### src/rtl/mem_arbiter.sv
// mem_arbiter: shares one single-port memory between an instruction-fetch
// port and a load/store port. At most one access is in flight. A two-state
// FSM (IDLE/WAIT) grants in IDLE, counts MEM_LAT cycles in WAIT, then captures
// the memory read data and pulses the owner's rvalid for one cycle.
//
// Handshake: a requester raises req with its payload and holds both stable
// until it sees gnt in the same cycle; gnt is combinational and only ever
// asserted while the FSM is IDLE and reset is released. Dropping req before
// gnt withdraws the request with no side effect. Each accepted request
// produces exactly one rvalid pulse on the granted side (writes included, as
// a completion ack). rdata is qualified only by that side's rvalid and holds
// until the next response is captured.
module mem_arbiter #(
  parameter int ADDR_WIDTH = 8,
  parameter int MEM_LAT    = 1
) (
  input  logic                  clk,
  input  logic                  res_n,
  // fetch port
  input  logic                  if_req,
  input  logic [ADDR_WIDTH-1:0] if_addr,
  output logic                  if_gnt,
  output logic                  if_rvalid,
  output logic [31:0]           if_rdata,
  // load/store port
  input  logic                  ls_req,
  input  logic                  ls_we,
  input  logic [3:0]            ls_be,
  input  logic [ADDR_WIDTH-1:0] ls_addr,
  input  logic [31:0]           ls_wdata,
  output logic                  ls_gnt,
  output logic                  ls_rvalid,
  output logic [31:0]           ls_rdata,
  // memory port
  output logic                  mem_en,
  output logic                  mem_we,
  output logic [3:0]            mem_be,
  output logic [ADDR_WIDTH-1:0] mem_addr,
  output logic [31:0]           mem_wdata,
  input  logic [31:0]           mem_rdata,
  // debug: current FSM state (0 = IDLE, 1 = WAIT)
  output logic                  dbg_state
);

  typedef enum logic {
    IDLE = 1'b0,
    WAIT = 1'b1
  } state_e;

  // Counter reload value; MEM_LAT is restricted to 1..15 so it fits 4 bits.
  localparam logic [3:0] LAT_LOAD = 4'(MEM_LAT);

  state_e      state;
  logic [3:0]  cnt;
  logic        owner_ls;   // 1: load/store owns the outstanding access
  logic        prio_ls;    // 1: load/store wins a conflict
  logic [31:0] resp;       // shared response register

  logic        both_req;
  logic        grant;
  logic        pick_ls;

  // Arbitration and memory command mux for the grant cycle.
  always_comb begin
    both_req  = if_req && ls_req;
    // res_n gates the grant so nothing leaks out while reset is held.
    grant     = res_n && (state == IDLE) && (if_req || ls_req);
    pick_ls   = ls_req && (!if_req || prio_ls);
    if_gnt    = grant && !pick_ls;
    ls_gnt    = grant && pick_ls;
    mem_en    = grant;
    mem_we    = 1'b0;
    mem_be    = 4'h0;
    mem_addr  = '0;
    mem_wdata = 32'h0;
    if (ls_gnt) begin
      mem_we    = ls_we;
      mem_be    = ls_be;
      mem_addr  = ls_addr;
      mem_wdata = ls_wdata;
    end else if (if_gnt) begin
      // fetches are always full-word reads
      mem_we    = 1'b0;
      mem_be    = 4'hF;
      mem_addr  = if_addr;
      mem_wdata = 32'h0;
    end
  end

  // Access FSM: grant in IDLE, count latency in WAIT, capture and ack.
  always_ff @(posedge clk or negedge res_n) begin
    if (!res_n) begin
      state     <= IDLE;
      cnt       <= 4'd0;
      owner_ls  <= 1'b0;
      prio_ls   <= 1'b1;
      resp      <= 32'h0;
      if_rvalid <= 1'b0;
      ls_rvalid <= 1'b0;
    end else begin
      if_rvalid <= 1'b0;
      ls_rvalid <= 1'b0;
      case (state)
        IDLE: begin
          if (grant) begin
            owner_ls <= pick_ls;
            cnt      <= LAT_LOAD;
            state    <= WAIT;
            // only a real conflict flips priority, so lone requesters
            // never steal the next turn from the other side
            if (both_req) begin
              prio_ls <= !prio_ls;
            end
          end
        end
        WAIT: begin
          // cnt <= 1 also catches the unreachable zero case safely
          if (cnt <= 4'd1) begin
            cnt       <= 4'd0;
            resp      <= mem_rdata;
            if_rvalid <= !owner_ls;
            ls_rvalid <= owner_ls;
            state     <= IDLE;
          end else begin
            cnt <= cnt - 4'd1;
          end
        end
        default: begin
          state <= IDLE;
        end
      endcase
    end
  end

  assign if_rdata  = resp;
  assign ls_rdata  = resp;
  assign dbg_state = (state == WAIT);

endmodule

### config.mk
export PLATFORM = sky130hd
export DESIGN_NAME = mem_arbiter
export DESIGN_NICKNAME = d
export VERILOG_FILES = /design/src/rtl/mem_arbiter.sv
export SDC_FILE = /design/constraint.sdc
export NUM_CORES = 1
export LEC_CHECK = 0
export CORE_ASPECT_RATIO = 0.8
export CORE_MARGIN = 10
export CORE_UTILIZATION = 31
export CTS_CLUSTER_SIZE = 14
export DETAILED_ROUTE_END_ITERATION = 10
export PLACE_DENSITY = 0.87
export SYNTH_ARGS = -nofsm -noshare
export SYNTH_HDL_FRONTEND = slang
export SYNTH_SLANG_ARGS = --single-unit
### constraint.sdc
create_clock -name clk -period 1.82 [get_ports clk]
set_input_delay 0.273 -clock clk [delete_from_list [all_inputs] [get_ports clk]]
set_output_delay 0.273 -clock clk [all_outputs]
set_load 0.03 [all_outputs]
==> metrics.md <==
| Metric | Value |
|---|---|
| Status | `finished with violations` |
| Failing checks | `negative setup slack` |
| Max VDD drop | `between 900 and 1000 µV` |
| Setup TNS | `-3920 ps` |
| Die area | `around 11,000 µm²` |
| Tcrit/Tclk final | `106%` |
| Critical Path AT | `between 1500 and 2000 ps` |
| Yosys top cell area share | `approximately 45%` |
| Crit path time final | `slightly below 2000 ps` |
| Post-synthesis register bit count | `41` |
| HPWL Detailed | `7.43 mm` |
| Io pins | `~200` |
| Register area share after synthesis | `a little under half` |
| Distinct cells, synth | `28` |
| Clk Latency, worst-skew pair | `between 200 and 300 ps` |
| Share of layout cells above drive strength 1 | `about 37%` |
| Largest net degree at the start of global routing | `43` |
| Prevailing post-synth register cell | `dfrtp_1` |
| Max_slew headroom | `about 64%` |
| Drt pass-1 iters | `3` |
| Num rows | `27` |
| Post-synth top cells | `40 x dfrtp_1, 34 x and2_1, 32 x buf_4, 32 x mux2_2, 8 x a22o_1` |
| CTS Buf Count | `5` |
| PortBufs | `just over 200` |
| Core area | `about 6900 µm²` |
| Final setup fails | `between 40 and 50` |
| FF-to-FF Start | `cnt[0]$_DFFE_PN0P_` |
| DP Cell Count | `450` |
| Initial antenna violation count | `0` |
| ANT cells | `0` |
| Post-synth EDFFs | `0` |
| Die Span Y | `95.6 µm` |
| Worst-path clk slew | `roughly 80 ps` |
| Detail Route Antenna Nets | `0` |
| Synth async-reset ratio | `100%` |
| FF-to-FF path depth | `6` |
| Clock tree buffer depth | `2` |
| Pwr per Cell Area | `1740 nW/µm²` |
| Count leader, synth | `dfrtp_1` |
| Routed WL | `about 9.3 mm` |
| Crit path max fanout | `22` |
| Worst hold path class | `in -> async` |
| Fin Hold WS | `about 66 ps` |
| Total clock sinks | `41` |
| Hold buffers post-CTS | `0` |
| Grt total ovfl | `0` |
| Top cells by area, synth | `dfrtp_1 45%, mux2_2 16%, buf_4 11%` |
| CTS tree | `built` |
| Clock Skew | `between 2 and 3 ps` |
| RSZ-0062 raised after global routing | `true` |
| Nets | `between 400 and 500` |
| Worst Setup Path Type | `reg -> out` |
| Syn Nets | `between 200 and 300` |
| Final Hold Viols | `0` |
| CP Data Required Time | `between 1500 and 2000 ps` |
| Placer Congestion | `0.784` |
| Cell taking the most area after synthesis | `dfrtp_1` |
| Vias post-DR | `~2.1k` |
| Fmax | `around 0.52 GHz` |
| Max Slew Vio Count | `0` |
| Max-Cap Viols | `0` |
| Final WS setup | `-116 ps` |
| Initial DRC Count | `99` |
| Routed vias/inst | `4.56` |
| Area growth from synthesis to layout | `102%` |
| Warnings from Yosys | `0` |
| DRC Markers | `0` |
| GRT Overall Usage | `between 10% and 20%` |
| Routed len/inst | `20.2 µm` |
| Fin cells | `roughly 460` |
| RR Endpoint | `if_rdata[21]$_DFFE_PN0P_` |
| Initial Util | `32.0%` |
| Startpoint types | `register` |
| First-pass GRT wire length | `approximately 14 mm` |
| R2r setup slk | `approximately 90 ps` |
| Post-synth design cell area | `between 2000 and 2500 µm²` |
| Critical Path End Type | `primary output` |
| Cells after synthesis | `192` |
| H-Tree Depth | `2` |
| Die Wd | `115 µm` |
| Worst Tran Pin Value | `~540 ps` |
| Root buffer cell | `clkbuf_8` |
| Avg Cell Area, Syn | `11.5 µm²` |
| Static leakage | `0.00196 µW` |
| Vias in the first global route | `between 2k and 2.5k` |
per-layer routing:
metal  global-route usage [%]  routed length (µm)
met3                     5.27                 782
met5                        0                   0
met1                     15.9                3100
met2                     29.8                5230
met4                     4.90                 170
logic make-up after synthesis:
group | after synthesis | share of synthesized area (%)
flops | 41 | 46.3
fa+ha+maj | 2 | 1.13
buf+inv | 45 | 14.2
compound gates | 20 | 7.28
mux | 33 | 16.7
xor+xnor | 2 | 0.790
simple gates | 49 | 13.5
sequential cells by signal, summed over array words and instances, names as in the netlist:
name and count:
if_rvalid 1, owner_ls 1, dbg_state 1, ls_rvalid 1, if_rdata 32, prio_ls 1
cnt 4
cell type report:
| type | instances | area, µm² |
|---|---|---|
| clock inverter | 2 | 37.5 |
| fill | 567 | 2440 |
| inverter | 3 | 11.3 |
| timing repair buffer | 214 | 2250 |
| clock buffer | 6 | 82.6 |
| tap | 87 | 109 |
| multi-input combinational | 106 | 961 |
| sequential | 41 | 1030 |
critical path, stage by stage, from the launching register on:
cell	delay [ps]
dfstp_2	550
nand2b_4	120
and3_4	240
buf_16	170
a22o_1	170
buf_6	140
report_power, final:
part	internal, µW	switching, µW
logic	2460	2840
registers	1380	346
clock network	446	318
total	4290	3500
metrics by stage:
| step | total power (µW) | worst slack (ps) | util, % | cell area (µm²) |
|---|---|---|---|---|
| final | 7790 | -116 | 64.7 | 4480 |
| after detailed placement | 6950 | -50.9 | 59.8 | 4140 |
| after global placement | 6840 | -17.5 | 59.8 | 4140 |
| after floorplan | 5120 | 0.0555 | - | 2260 |
| after global routing | 8200 | -172 | 64.7 | 4480 |
| after CTS | 7870 | -101 | 64.3 | 4450 |
timing repair:
item	CTS	global route
resized for setup	46	10
buffers inserted	1	0
pin swaps	0	1
setup endpoints to repair	46	47
gates cloned	1	0
how the worst max path moves through the flow:
| stage | from | to | slack, ps | cells after the start |
|---|---|---|---|---|
| CTS | prio_ls$_DFFE_PN1P_ | mem_addr[6] | -100 | 5 |
| global route | prio_ls$_DFFE_PN1P_ | mem_addr[3] | -170 | 5 |
| finish | prio_ls$_DFFE_PN1P_ | mem_addr[3] | -120 | 5 |
| detailed placement | ls_req | mem_addr[6] | -50 | 6 |
| floorplan | dbg_state$_DFF_PN0_ | mem_addr[2] | 0.06 | 4 |
| global placement | ls_req | mem_addr[6] | -20 | 6 |
cells in the final DEF, fill, tap and decap left out, types with 2 or more instances in the layout:
cell type / instances
a21o_1: 5
a22o_1: 6
a22o_4: 2
and2_1: 5
and2_2: 23
and2_4: 6
and3_4: 2
buf_12: 7
buf_4: 10
buf_6: 41
clkbuf_8: 6
clkdlybuf4s50_1: 153
dfrtp_1: 39
ha_1: 2
inv_1: 3
mux2_2: 32
nand2_1: 3
nor2_1: 2
nor3_1: 2
o2bb2ai_1: 3
xnor2_1: 2
No activity file was read; power rests on OpenSTA's default activity.
